**src/rtl/ctrl_fsm.sv**
```systemverilog
// Multi-cycle control unit for the accumulator core: fetches one instruction, decodes it
// and sequences FETCH/EXEC/MEM/WB with instruction- and data-memory handshakes.
module ctrl_fsm #(
    parameter int ALUW    = 2,
    parameter int JW      = 2,
    parameter int RAW     = 2,
    parameter int IW      = 9,
    parameter int TIMEOUT = 16,
    parameter int CNTW    = 16
) (
    input  logic            Clk,
    input  logic            Reset,
    input  logic            start,
    input  logic [IW-1:0]   instr_in,
    input  logic            instr_valid,
    input  logic            mem_ack,
    output logic            instr_req,
    output logic [ALUW-1:0] Aluop,
    output logic [JW-1:0]   Jptr,
    output logic [RAW-1:0]  Ra,
    output logic [RAW-1:0]  Wd,
    output logic [RAW-1:0]  Rb,
    output logic            WenR,
    output logic            WenD,
    output logic            Str,
    output logic            Ldr,
    output logic            mem_req,
    output logic            pc_adv,
    output logic            busy,
    output logic            done,
    output logic            timeout_err,
    output logic [CNTW-1:0] instr_count,
    output logic [2:0]      state_dbg
);

    // Handshakes: an instruction transfers on a rising edge where instr_req and instr_valid
    // are both high; a data access completes on a rising edge where mem_req and mem_ack are
    // both high. instr_req/mem_req are held until the transfer completes (or MEM times out).
    localparam int WAITW = (TIMEOUT > 1) ? $clog2(TIMEOUT) : 1;
    localparam logic [WAITW-1:0] WAIT_LAST = WAITW'(TIMEOUT - 1);

    typedef enum logic [2:0] {
        S_IDLE  = 3'd0,
        S_FETCH = 3'd1,
        S_EXEC  = 3'd2,
        S_MEM   = 3'd3,
        S_WB    = 3'd4,
        S_HALT  = 3'd5
    } state_t;

    state_t           state, state_nxt;
    logic [IW-1:0]    ir;
    logic [WAITW-1:0] wait_cnt;
    logic             is_halt, is_load, is_alu;
    logic             timeout_hit;

    // Class priority: H over L over W; none of them set means STORE.
    assign is_halt = ir[IW-1];
    assign is_load = !ir[IW-1] && ir[IW-2];
    assign is_alu  = !ir[IW-1] && !ir[IW-2] && ir[IW-3];

    assign Aluop     = ir[ALUW-1:0];
    assign Jptr      = ir[ALUW+JW-1:ALUW];
    assign Ra        = ir[ALUW+JW+RAW-1:ALUW+JW];
    assign Wd        = ir[ALUW+JW+RAW-1:ALUW+JW];
    assign Rb        = '0;
    assign state_dbg = state;

    // An ack arriving on the last allowed cycle takes priority over the fault.
    assign timeout_hit = (state == S_MEM) && !mem_ack && (wait_cnt == WAIT_LAST);

    always_ff @(posedge Clk) begin
        if (Reset) begin
            state       <= S_IDLE;
            ir          <= '0;
            wait_cnt    <= '0;
            instr_count <= '0;
            timeout_err <= 1'b0;
        end else begin
            state <= state_nxt;
            if (state == S_FETCH && instr_valid)
                ir <= instr_in;
            if (state == S_EXEC)
                wait_cnt <= '0;
            else if (state == S_MEM && !mem_ack)
                wait_cnt <= wait_cnt + WAITW'(1);
            if (timeout_hit)
                timeout_err <= 1'b1;
            if (pc_adv && instr_count != {CNTW{1'b1}})
                instr_count <= instr_count + CNTW'(1);
        end
    end

    always_comb begin
        state_nxt = state;
        instr_req = 1'b0;
        WenR      = 1'b0;
        WenD      = 1'b0;
        Str       = 1'b0;
        Ldr       = 1'b0;
        mem_req   = 1'b0;
        pc_adv    = 1'b0;
        busy      = 1'b0;
        done      = 1'b0;
        case (state)
            S_IDLE: begin
                if (start)
                    state_nxt = S_FETCH;
            end
            S_FETCH: begin
                busy      = 1'b1;
                instr_req = 1'b1;
                if (instr_valid)
                    state_nxt = S_EXEC;
            end
            S_EXEC: begin
                busy = 1'b1;
                if (is_halt) begin
                    state_nxt = S_HALT;
                end else if (is_alu) begin
                    WenR      = 1'b1;
                    pc_adv    = 1'b1;
                    state_nxt = S_FETCH;
                end else begin
                    state_nxt = S_MEM;
                end
            end
            S_MEM: begin
                busy    = 1'b1;
                mem_req = 1'b1;
                if (is_load) begin
                    Ldr = 1'b1;
                end else begin
                    WenD = 1'b1;
                    Str  = 1'b1;
                end
                if (mem_ack) begin
                    if (is_load) begin
                        state_nxt = S_WB;
                    end else begin
                        pc_adv    = 1'b1;
                        state_nxt = S_FETCH;
                    end
                end else if (timeout_hit) begin
                    state_nxt = S_HALT;
                end
            end
            S_WB: begin
                busy      = 1'b1;
                WenR      = 1'b1;
                Ldr       = 1'b1;
                pc_adv    = 1'b1;
                state_nxt = S_FETCH;
            end
            S_HALT: begin
                done = 1'b1;
            end
            default: begin
                state_nxt = S_IDLE;
            end
        endcase
    end

endmodule

```
**config.mk**
```make
export PLATFORM = sky130hd
export DESIGN_NAME = ctrl_fsm
export DESIGN_NICKNAME = d
export VERILOG_FILES = /design/src/rtl/ctrl_fsm.sv
export SDC_FILE = /design/constraint.sdc
export NUM_CORES = 1
export LEC_CHECK = 0
export ABC_AREA = 0
export BUFFER_PORTS_ARGS = -buffer_cell sky130_fd_sc_hd__buf_2
export CAP_MARGIN = 0
export CORE_MARGIN = 2
export CORE_UTILIZATION = 46
export CTS_BUF_LIST = sky130_fd_sc_hd__clkbuf_16
export CTS_CLUSTER_DIAMETER = 100
export DETAILED_ROUTE_END_ITERATION = 8
export HOLD_SLACK_MARGIN = 0.12
export PLACE_DENSITY = 0.76
export SYNTH_ARGS = -nofsm -noshare
export SYNTH_HDL_FRONTEND = slang
export SYNTH_SLANG_ARGS = --single-unit
```
**constraint.sdc**
```tcl
create_clock -name Clk -period 2.2 [get_ports Clk]
set_input_delay 0 -clock Clk [delete_from_list [all_inputs] [get_ports Clk]]
set_output_delay 0 -clock Clk [all_outputs]
set_load 0.02 [all_outputs]
```
## Word-level counts from Yosys, hierarchy flattened

Cells that the tools add are included.

- Add/subtract/negate cells: 2
- $mul: 0
- Div/mod/pow operators: 0
- Order comparisons: 0
- Equality and inequality tests: 10
- Shift-type cells: 0
- Mux-type cells: 21
- Bitwise operators: 1
- Reduce and logical (&&, ||, !) cells: 14

Operators with widths:

| kind | number |
|---|---|
| two-way mux 3 bit | 6 |
| case mux 3 bit (6 select lines) | 1 |
| adder 16 x 1 -> 16 bit (second input constant) | 1 |
| inequality test 16 bit (second input constant) | 1 |
| two-way mux 1 bit | 10 |
| logical AND 1 bit | 7 |
| equality test 3 x 2 -> 1 bit (second input constant) | 2 |
| equality test 3 bit (second input constant) | 2 |
| adder 4 x 1 -> 4 bit (second input constant) | 1 |
| equality test 4 bit (second input constant) | 1 |
| inequality test 2 bit (second input constant) | 2 |
| case mux 1 bit (2 select lines) | 2 |
| AND reduction 4 bit | 1 |
| OR reduction 4 bit | 1 |
| equality test 3 x 1 -> 1 bit (second input constant) | 1 |
| logical NOT 1 bit | 3 |
| logical NOT 3 bit | 1 |
| inequality test 3 bit (second input constant) | 1 |
| case mux 1 bit (3 select lines) | 1 |
| two-way mux 2 bit | 1 |
| OR reduction 2 bit | 1 |
| NOT 1 bit | 1 |

- Register bits after elaboration: 33
- Latch bits: 0
- Bits in writable memories: 0
- ROM bits: 0
- Input port bits: 14
- Output and inout port bits: 39
- Logic and storage cells: 53
- Memories: 0

## Longest topological paths before layout

Gate-level depths: netlist of the first run.

- Depth in word-level cells: 7
- Mapped depth: 10
- Gate-level depth less buffers: 7

## Worst setup path after synthesis of the first run

No wires, ideal clock.

- Path type: reg-to-reg
- Start point: register state[1], in the netlist state_dbg[1]
- End point: register instr_count[12]
- Setup time: 0.121 ns
- Data arrival time: 2.308 ns
- Data required time: 2.079 ns
- Setup slack: -0.229 ns
- Cell stages (with the launch flop): 10
- Path buffers: 2
- Period minus slack after synthesis: 2.429 ns
- Path through: dfxtp_1 > buf_2 > nand2b_4 > or2_1 > inv_1 > nand3_1 > a21o_1 > buf_6 > nor4b_1 > mux2_2

- Cells in the longest elaborated chain, start to end: 3
- Elaborated cells between the ends (all ways): 5
- Classes of those cells: 3 x eq/ne; 1 x mux; 1 x reduce/logical

RTL lines:

| item | line | source |
|---|---|---|
| start, declared | 51 | `state_t state, state_nxt;` |
| start signal, assigned | 80 | `state <= state_nxt;` |
| equality test 3 bit or equality test 3 x 2 -> 1 bit (tied branches) | 105 | `case (state)` |
| case mux 1 bit (3 select lines) * | 105 |  |
| logical AND 1 bit * | 89 | `if (pc_adv && instr_count != {CNTW{1'b1}})` |
| end signal, assigned | 90 | `instr_count <= instr_count + CNTW'(1);` |
| end, declared | 32 | `output logic [CNTW-1:0] instr_count,` |

Every way passes the cells marked *; elsewhere a longest branch is shown, timed or not.
A chain may end at the register's enable or synchronous reset.

## Worst setup path after layout of the first run

- Start point: register state[2], in the netlist state_dbg[2]
- End point: register instr_count[13]

The elaborated chain is that of the path after synthesis.

==> results of run 1 <==
==> cells by family after synthesis <==
| logic type | after synthesis |
|---|---|
| muxes | 4 |
| adders and majority gates | 2 |
| other | 1 |
| and+or+nand+nor | 96 |
| xor gates and xnor gates | 3 |
| buffers and inverters | 29 |
| DFF | 33 |
| AOI/OAI and AO/OA | 53 |
==> cells in the final DEF, fill, tap and decap left out, types with 2 or more instances in the layout <==
cell           synthesis  layout
nand3_1                9       8
mux2_2                 4       4
dfxtp_1               33      30
conb_1                 1       2
o21ai_0                8       8
nand2_1               28      28
or4_1                  4       4
or3_1                  6       6
o31ai_1                4       4
nor2_1                20      20
clkbuf_16              0       5
inv_1                  7       6
buf_4                 11      13
a21oi_1               25      25
xnor2_1                3       3
a311oi_1               2       2
nand4_1                4       4
nor4_1                 5       4
dfxtp_2                0       2
a22oi_1                3       3
ha_1                   2       2
nor2b_1                3       3
dlygate4sd3_1          0       9
and3_1                 3       3
a31oi_1                3       3
clkinv_1               0       2
buf_2                  1      50
nor3_1                 4       4
a21o_1                 3       2
nand2b_1               3       3
==> stage by stage <==
stage	total power, mW	instances	area [um^2]	hold slack [ns]
final	1.61	328	2260	0.133
after global routing	1.68	328	2260	0.158
after CTS	1.62	328	2250	0.134
after detailed placement	0.956	311	2020	0.248
after global placement	0.954	311	2020	0.246
after floorplan	0.891	222	1770	0.136
==> per-layer routing <==
metal / share of wire [%] / up-vias / track usage (%)
met5: 0 / - / 0
met4: 2.2 / 0 / 9.38
met3: 4.9 / 10 / 4.45
met2: 50 / 55 / 35.1
met1: 43 / 827 / 23.6
li1: - / 891 / -
==> layout make-up <==
type	instances	area, um^2
repair buffers	72	438
fillers	352	1400
clock inverters	3	12.5
clock buffers	5	125
well taps	48	60.1
inverters	7	26.3
multi-input cells	160	930
flip-flops and latches	33	667
==> worst max path at each step <==
| stage | start | end | slack, ns | cells after the start |
|---|---|---|---|---|
| after detailed placement | state_dbg[1] | instr_count[13] | 0.09 | 7 |
| after global routing | state_dbg[2] | instr_count[14] | 0.01 | 6 |
| after CTS | state_dbg[1] | instr_count[13] | 0.07 | 7 |
| after floorplan | state_dbg[2] | instr_count[13] | 0.005 | 7 |
| final | state_dbg[2] | instr_count[13] | 0.13 | 5 |
| after global placement | state_dbg[2] | instr_count[13] | 0.14 | 5 |
==> where the power goes <==
part | total, mW | switching, mW | internal [mW]
registers | 0.654 | 0.0288 | 0.625
logic | 0.306 | 0.185 | 0.121
clock network | 0.648 | 0.240 | 0.408
total | 1.61 | 0.453 | 1.15
==> state kept, by name, indices dropped and copies added, names as in the netlist <==
signal and count:
instr_count 16, ir 9, state_dbg 3, timeout_err 1, wait_cnt 4
==> critical path: cells and delay by family (launching register included) <==
| kind | cells | cell delay [ns] |
|---|---|---|
| AOI/OAI and AO/OA | 2 | 0.43 |
| DFF | 1 | 0.39 |
| and+or+nand+nor | 2 | 0.78 |
| muxes | 1 | 0.36 |
==> timing repair <==
action                     CTS  global route
setup endpoints to repair    0             9
hold endpoints to repair     9             0
resized for setup            0             4
buffers inserted             0             0
hold buffers                 9             0
==> out/results.ini, run 1 <==
[routing]
num_vias = 1783
drtIter0Drc = 100
avgViaCountPerCell = 5.44
drc = 0
routed_wl_um = 4230
drtAntennaViolNets = 0
wl_per_cell_um = 12.9
drt-pass1-iter-count = 4

[timing]
hold_viol = 0
fin_crit_sh_pct = 94.2
fin_skew_ns = 0.00349
period_needed_ns = 2.07
worst_slew_pin_slew_ns = 0.664
slew_headroom_pct = 55.7
clock.fmax_mhz = 483
finalSetupViolCount = 0
rsz0062_at_grt = no
setup_slack_ns = 0.128
final.setup.tns_ns = 0
report.final.slew_viol_count = 0

[clock_tree]
clock-root-buffer = clkbuf_16
cts_num_sinks = 33
clockBufferDepth = 2
clock_latency_ns = 0.27
cts_tree = yes
cts_made_buffers = 5
cts.reportedPaths.clkPinSlew_ns = 0.05
cts_max_level = 2

[yosys]
syn-cell-area_mm2 = 0.00175
synth_flop_cell = dfxtp_1
yosysTopAreaCellShare_pct = 37.8
yosysMostFrequentCell = dfxtp_1
yosys.cell_types.count = 41
yosys.area_share.simple_pct = 27.7
ys_top_cells_by_count = dfxtp_1 (33), nand2_1 (28), a21oi_1 (25), nor2_1 (20), buf_4 (11)
yosysSeqAreaShare_pct = 37.8
synth-adder-area-share_pct = 1.43
synth_area_leader_cell = dfxtp_1
synth_cells = 221
synth.area.mux_share_pct = 2.58
async_flop_share_pct = 0
synth_top_family_by_area = simple AND/OR/NAND/NOR gates
syn_avg_cell_area_um2 = 7.91
synth_compound_area_share_pct = 18.4
yosys_warnings = 0
synth_xor_area_share_pct = 1.50
synthTopCellsByArea = dfxtp_1 (38%), a21oi_1 (7.2%), nand2_1 (6.0%)
synth_seq_cells = 33
synth_enable_flop_cells = 0

[placement]
portBuffers = 50
pre_cts_ws_ns = 0.0928
hpwl_um = 2870
gp_congestion = 0.866

[critical_path]
critPathSlowestCell = or3b_2
crit_path_end_kind = flip-flop
r2r_end = instr_count[13]
required_ns = 2.36
worstPathCellList = or3b_2 > o41a_1 > a21o_2 > nor4_1 > mux2_2
cp_max_fo = 13
timing.rr.start = state_dbg[2]
critPathLaunchType = flip-flop
r2r_setup_slack_ns = 0.13
cp_data_arrival_time_ns = 2.23
path_class = flip-flop to flip-flop
reg2regPathDepth = 5
crit_path_max_incr_delay_ns = 0.47

[layout]
layout-area-overhead-vs-synth_pct = 29.2
final_util_pct = 61.7
antenna_cells = 0
final_nets = 295
drive_above_1_share_pct = 30.0

[flow_run]
maxCapViolations = 0

[global_route]
antenna_found_initial = 0
track_usage_pct = 20.3
grt_max_degree = 37
overflow = 0
grt_first_pass_wirelength_um = 6790
grt_pass1_vias = 1581

[power_and_ir_drop]
worst_ir_drop_vdd_mv = 0.385
power.leakage_nw = 0.956
pwr_density_cell_mw_per_mm2 = 712

[hold_path]
whs_endpoint = state_dbg[0]
hold_class = primary input to flip-flop
hold_depth = 4
hold_start = instr_valid

[die]
core_area_mm2 = 0.00366
die_area_mm2 = 0.00431
io_pins = 53
placementRows = 22
floorplan.initialDensity_pct = 47.7
die_w_um = 65.6
fp.dieH_um = 65.6

[status]
status = finished, final reports clean

(Power assumes the default switching activity.)
==> run 2: changes to the inputs <==
ABC_AREA = 1   (was 0)
CORE_UTILIZATION = 47   (was 46)
==> run 2 against run 1 <==
- total power up 18%
- critical path depth is 2 higher
- via count is 7.2% higher
- cell area grew 6.0%
- first-iteration DRC count increased by 4.0%
- die area rose by 5.4%
- largest power group is now the clock network
- critical endpoint is now state_dbg[0]
- sequential share of layout area shrank 1.9 points
- non-clock buffer count shrank 10
- sequential cell count did not move
==> out/results.ini, run 2 <==
[routing]
wl_per_cell_um = 11.3  ; -12%
drtIter0Drc = 104  ; +4.0%
avgViaCountPerCell = 4.86  ; -11%
drc = 0  ; unchanged
num_vias = 1911  ; +7.2%
drt-pass1-iter-count = 4  ; unchanged
routed_wl_um = 4460  ; +5.3%
drtAntennaViolNets = 0  ; unchanged

[yosys]
synth_cells = 289  ; +31%
synth_enable_flop_cells = 0  ; unchanged
async_flop_share_pct = 0  ; unchanged
syn_avg_cell_area_um2 = 6.53  ; -17%
yosys_warnings = 0  ; unchanged
yosysTopAreaCellShare_pct = 35.0  ; -2.8 points
ys_top_cells_by_count = nand2_1 (71), nor2_1 (53), dfxtp_1 (33), inv_1 (25)
yosys.cell_types.count = 26  ; -37%
yosysMostFrequentCell = nand2_1
syn-cell-area_mm2 = 0.00189  ; +8.0%
synthTopCellsByArea = dfxtp_1 (35%), nand2_1 (14%), nor2_1 (11%)
synth_area_leader_cell = dfxtp_1
synth_flop_cell = dfxtp_1
synth_seq_cells = 33  ; unchanged
yosysSeqAreaShare_pct = 35.0  ; -2.8 points

[critical_path]
crit_path_end_kind = flip-flop
required_ns = 2.42  ; +0.06 ns
critPathLaunchType = flip-flop
cp_num_buf_inv = 1  ; +1
critPathSlowestCell = dlygate4sd3_1
timing.rr.start = state_dbg[1]
cp_max_fo = 7  ; -6
crit_path_max_incr_delay_ns = 0.54  ; +0.07 ns
cp_data_arrival_time_ns = 2.03  ; -0.20 ns
path_class = flip-flop to flip-flop
critical_path.top_delay_family = simple AND/OR/NAND/NOR gates
crit_start = state_dbg[1]
worstPathCellList = nand3_2 > nor2_1 > nand2_1 > nand2_1 > a21oi_1 > nor2_1 > dlygate4sd3_1

[timing]
period_needed_ns = 1.81  ; -0.259 ns
fin_skew_ns = 0.00282  ; -0.000667 ns
fin_crit_sh_pct = 82.4  ; -12 points
timing.hold.ws_ns = 0.203  ; +0.0698 ns
finalSetupViolCount = 0  ; unchanged
rsz0062_at_grt = no
clock.fmax_mhz = 552  ; +14%
report.final.slew_viol_count = 0  ; unchanged
final.setup.tns_ns = 0  ; unchanged
hold_viol = 0  ; unchanged

[clock_tree]
cts_made_buffers = 5  ; unchanged
clock-root-buffer = clkbuf_16
clock_latency_ns = 0.28  ; about the same
clockBufferDepth = 2  ; unchanged
postCtsSetupRepairBufs = 0  ; unchanged
cts_num_sinks = 33  ; unchanged
cts.reportedPaths.clkPinSlew_ns = 0.05  ; about the same
cts_max_level = 2  ; unchanged
cts_tree = yes

[layout]
fillers = 355  ; +0.85%
final_cell_count_no_fill = 393  ; +20%
register_area_um2 = 661  ; -0.94%
multi_input_area_mm2 = 0.00101  ; +8.6%
largest_reg_flops = 16  ; unchanged
top_register = instr_count
layout-area-overhead-vs-synth_pct = 26.8
antenna_cells = 0  ; unchanged
drive_above_1_share_pct = 21.0  ; -9.0 points
layout_commonest_cell = nand2_1
largest_registers = instr_count x16, ir x9, wait_cnt x4
postLayoutCellArea_mm2 = 0.00239  ; +6.0%
final_nets = 358  ; +21%
final_cell_mix = nand2_1 (71), nor2_1 (53), buf_2 (50)

[die]
die_w_um = 67.4  ; +2.7%
io_pins = 53  ; unchanged
core_area_mm2 = 0.00394  ; +7.7%
floorplan.initialDensity_pct = 47.9  ; +0.15 points
fp.dieH_um = 67.4  ; +2.7%
die_area_mm2 = 0.00454  ; +5.4%
placementRows = 23  ; +4.5%

[power_and_ir_drop]
worst_ir_drop_vdd_mv = 0.414  ; +7.5%
sw_frac_of_total_pct = 26.3  ; -1.9 points
internal_power_mw = 1.40  ; +21%
pwr_density_cell_mw_per_mm2 = 794  ; +12%
comb_power_share_pct = 17.5  ; -1.5 points
seq_power_share_pct = 35.1  ; -5.6 points
power.share.clock_pct = 47.4  ; +7.1 points
netSwitchingPower_mw = 0.500  ; +10%
power.leakage_nw = 1.11  ; +16%
power.total_mw = 1.90  ; +18%

[placement]
portBuffers = 50  ; unchanged
hpwl_um = 3100  ; +8.0%
placed_area_mm2 = 0.00208  ; +3.2%
gp_congestion = 0.848  ; -2.1%
dp_cells = 373  ; +20%

[global_route]
overflow = 0  ; unchanged
grt_first_pass_wirelength_um = 7320  ; +7.8%
antenna_found_initial = 0  ; unchanged
track_usage_pct = 21.0  ; +0.77 points
grt_max_degree = 18  ; -51%
grt_pass1_vias = 1763  ; +12%

[status]
status = finished, final reports clean

[hold_path]
hold_class = primary input to flip-flop
hold_start = start

[flow_run]
maxCapViolations = 0  ; unchanged

run 2: changes by cell type after synthesis, sizes merged, moves of 10 or more:
cell   change
nand3     +10
o21ai     +10
nor2      +35
nand2     +51
inv       +19
run 2: layer usage:
metal | routed length, um | part of all wire (%) | GRT usage, %
met2 | 2070 | 46 | 34.9
met4 | 78 | 1.8 | 9.18
met5 | 0 | 0 | 0
met3 | 225 | 5.0 | 5.33
met1 | 2090 | 47 | 25.7
run 2: metrics by stage:
stage / utilization (%) / worst slack, ns
after global placement: 52.9 / 0.636
after CTS: 60.7 / 0.398
after floorplan: - / 0.604
final: 60.7 / 0.387
after detailed placement: 52.9 / 0.634
after global routing: 60.7 / 0.243
run 2: cell families (layout without fill, tap and decap cells):
kind of cell | after synthesis | count (layout) | share of synthesized area [%]
buffers and inverters | 44 | 97 | 11.7
and+or+nand+nor | 165 | 165 | 38.2
AOI/OAI and AO/OA | 39 | 39 | 11.2
xor gates and xnor gates | 5 | 5 | 2.32
other | 1 | 2 | 0.199
adders and majority gates | 2 | 2 | 1.33
DFF | 33 | 33 | 35.0
run 2: power groups by stage:
stage | combinational, mW | clock [mW] | sequential, mW
2_1_floorplan | 0.245 | 0 | 0.687
3_3_place_gp | 0.305 | 0 | 0.678
3_5_place_dp | 0.308 | 0 | 0.679
4_1_cts | 0.333 | 0.913 | 0.667
5_1_grt | 0.370 | 0.945 | 0.674
6_report | 0.333 | 0.900 | 0.668
run 2: cell type report:
type | instances | share of cell area [%]
Inverter | 27 | 4.23
Timing Repair Buffer | 62 | 15.5
Multi-Input combinational cell | 213 | 42.2
Sequential cell | 33 | 27.6
Tap cell | 50 | 2.61
Clock inverter | 3 | 2.72
Clock buffer | 5 | 5.22
run 2: timing repair:
item                      4_1_cts  5_1_grt
hold buffers                   12        0
gates resized for setup         0        0
hold endpoints to repair       13        0
run 2: tightest hold or removal path, cell delays in order:
cell     delay (ns)
buf_2          0.08
nor2_1         0.03
nand2_1        0.11
nand4_1        0.10
a21oi_1        0.12
run 2: final timing paths:
| path | depth (start not counted) | slack [ns] | endpoint |
|---|---|---|---|
| min reg2reg | 1 | 0.47 | timeout_err |
| min | 5 | 0.20 | state_dbg[2] |
| max reg2reg | 7 | 0.39 | state_dbg[0] |
| max | 7 | 0.39 | state_dbg[0] |
==> run 3: changes to the inputs <==
clock period = 1.53 ns   (was 2.2 ns; I/O delays follow)
==> run 3 against run 2 <==
- critical path type unchanged
- count of clock-buffer cells in the layout is the same
- die area stayed put
- non-clock buffer count up 13
- sequential cell count did not move
==> out/results.ini, run 3 (synthesis gave the netlist of run 2 again) <==
[timing]
report.final.slew_viol_count = 0  ; unchanged
finalSetupViolCount = 0  ; unchanged
clock.fmax_mhz = 693  ; +26%
period_needed_ns = 1.44  ; -0.369 ns
fin_crit_sh_pct = 94.3  ; +12 points
fin_skew_ns = 0.00355  ; +0.000723 ns
hold_viol = 0  ; unchanged

[routing]
drc = 0  ; unchanged
avgViaCountPerCell = 4.93  ; +1.3%
drtAntennaViolNets = 0  ; unchanged
routed_wl_um = 4790  ; +7.4%
wl_per_cell_um = 11.8  ; +3.7%
drt-pass1-iter-count = 4  ; unchanged
drtIter0Drc = 163  ; +57%
num_vias = 2005  ; +4.9%

[power_and_ir_drop]
worst_ir_drop_vdd_mv = 0.556  ; +34%
power.leakage_nw = 1.17  ; +4.7%
pwr_density_cell_mw_per_mm2 = 958  ; +21%
power.share.clock_pct = 38.2  ; -9.2 points
seq_power_share_pct = 40.4  ; +5.3 points
sw_frac_of_total_pct = 29.3  ; +3.0 points
comb_power_share_pct = 21.4  ; +3.9 points
power.total_mw = 2.39  ; +26%
netSwitchingPower_mw = 0.702  ; +40%
internal_power_mw = 1.69  ; +21%

[layout]
final_nets = 373  ; +4.2%
top_register = instr_count
largest_registers = instr_count x16, ir x9, wait_cnt x4
layout_commonest_cell = nand2_1
largest_reg_flops = 16  ; unchanged
register_area_um2 = 666  ; +0.76%
layout-area-overhead-vs-synth_pct = 32.3
final_util_pct = 63.4  ; +2.6 points
antenna_cells = 0  ; unchanged
final_cell_count_no_fill = 407  ; +3.6%
final_cell_mix = nand2_1 (71), nor2_1 (51), buf_2 (49)
multi_input_area_mm2 = 0.00107  ; +6.1%
fillers = 349  ; -1.7%
drive_above_1_share_pct = 26.9  ; +5.9 points

[clock_tree]
cts_tree = yes
clock-root-buffer = clkbuf_16
cts.reportedPaths.clkPinSlew_ns = 0.05  ; about the same
cts_made_buffers = 5  ; unchanged
cts_num_sinks = 33  ; unchanged
clock_latency_ns = 0.27  ; about the same
cts_max_level = 2  ; unchanged
clockBufferDepth = 2  ; unchanged

[placement]
hpwl_um = 3400  ; +9.6%
dp_cells = 387  ; +3.8%
gp_congestion = 0.888  ; +4.7%
portBuffers = 50  ; unchanged

[global_route]
antenna_found_initial = 0  ; unchanged
grt_max_degree = 17  ; -1
track_usage_pct = 22.3  ; +1.3 points
grt_pass1_vias = 1723  ; -2.3%
grt_first_pass_wirelength_um = 7690  ; +5.0%
overflow = 0  ; unchanged

[critical_path]
r2r_setup_slack_ns = 0.09  ; -0.30 ns
cp_max_fo = 8  ; +1
critPathLaunchType = flip-flop
required_ns = 1.69  ; -0.73 ns
crit_path_end_kind = flip-flop
crit_start = instr_count[0]
cp_data_arrival_time_ns = 1.60  ; -0.43 ns
timing.rr.start = instr_count[0]
path_class = flip-flop to flip-flop

[die]
die_w_um = 67.4  ; unchanged
placementRows = 23  ; unchanged
core_area_mm2 = 0.00394  ; unchanged
floorplan.initialDensity_pct = 47.9  ; unchanged
io_pins = 53  ; unchanged
fp.dieH_um = 67.4  ; unchanged
die_area_mm2 = 0.00454  ; unchanged

[hold_path]
hold_start = Reset
hold_class = primary input to flip-flop

[status]
status = finished, final reports clean

[flow_run]
maxCapViolations = 0  ; unchanged

[run 3: area by class of cell]
type | count | share of cell area [%]
tap | 50 | 2.50
inverter | 27 | 4.06
multi-input combinational | 215 | 42.9
timing repair buffer | 75 | 18.6
sequential | 33 | 26.6
clock inverter | 2 | 0.300
clock buffer | 5 | 5.01
[run 3: worst max-delay path: stages (launching register included)]
cell,delay [ns]
dfxtp_2,0.38
ha_4,0.16
nand2_2,0.08
nor2_4,0.15
nand2_2,0.09
nor2_1,0.23
a21oi_4,0.10
nor2_1,0.10
nor2_1,0.05
[run 3: worst paths after layout]
| path | to | cells past startpoint |
|---|---|---|
| setup / recovery | instr_count[0] | 8 |
| setup reg to reg | instr_count[0] | 8 |
| hold reg to reg | timeout_err | 1 |
| hold / removal | instr_count[2] | 3 |
[run 3: layer usage]
metal | vias to the layer above | track usage [%] | share of wire [%]
met5 | - | 0 | 0
li1 | 1042 | - | -
met1 | 911 | 30.5 | 46
met2 | 47 | 35.6 | 48
met4 | 0 | 6.12 | 1.1
met3 | 5 | 4.67 | 4.9
[run 3: repair_timing]
action,4_1_cts,5_1_grt
endpoints found under the setup margin,1,17
gates resized for setup,1,10
cloned,0,2
hold buffers,10,0
pin swaps,0,5
hold endpoints to repair,10,0
buffers inserted,0,1
[run 3: power groups by stage]
| stage | Clock, mW | Combinational, mW | Sequential, mW |
|---|---|---|---|
| 5_1_grt | 0.982 | 0.569 | 0.975 |
| 4_1_cts | 0.933 | 0.498 | 0.961 |
| 3_3_place_gp | 0 | 0.475 | 0.974 |
| 2_1_floorplan | 0 | 0.355 | 0.992 |
| 6_report | 0.914 | 0.513 | 0.966 |
| 3_5_place_dp | 0 | 0.477 | 0.979 |
[run 3: stage by stage]
stage | instance area (um^2) | setup TNS, ns | setup WS [ns] | hold slack, ns
3_5_place_dp | 2200 | 0 | 0.000958 | 0.259
6_report | 2500 | 0 | 0.0866 | 0.138
2_1_floorplan | 1900 | 0 | 0.0298 | 0.167
5_1_grt | 2500 | -0.0424 | -0.0137 | 0.169
3_3_place_gp | 2200 | 0 | 0.0711 | 0.250
4_1_cts | 2430 | 0 | 0.0117 | 0.138
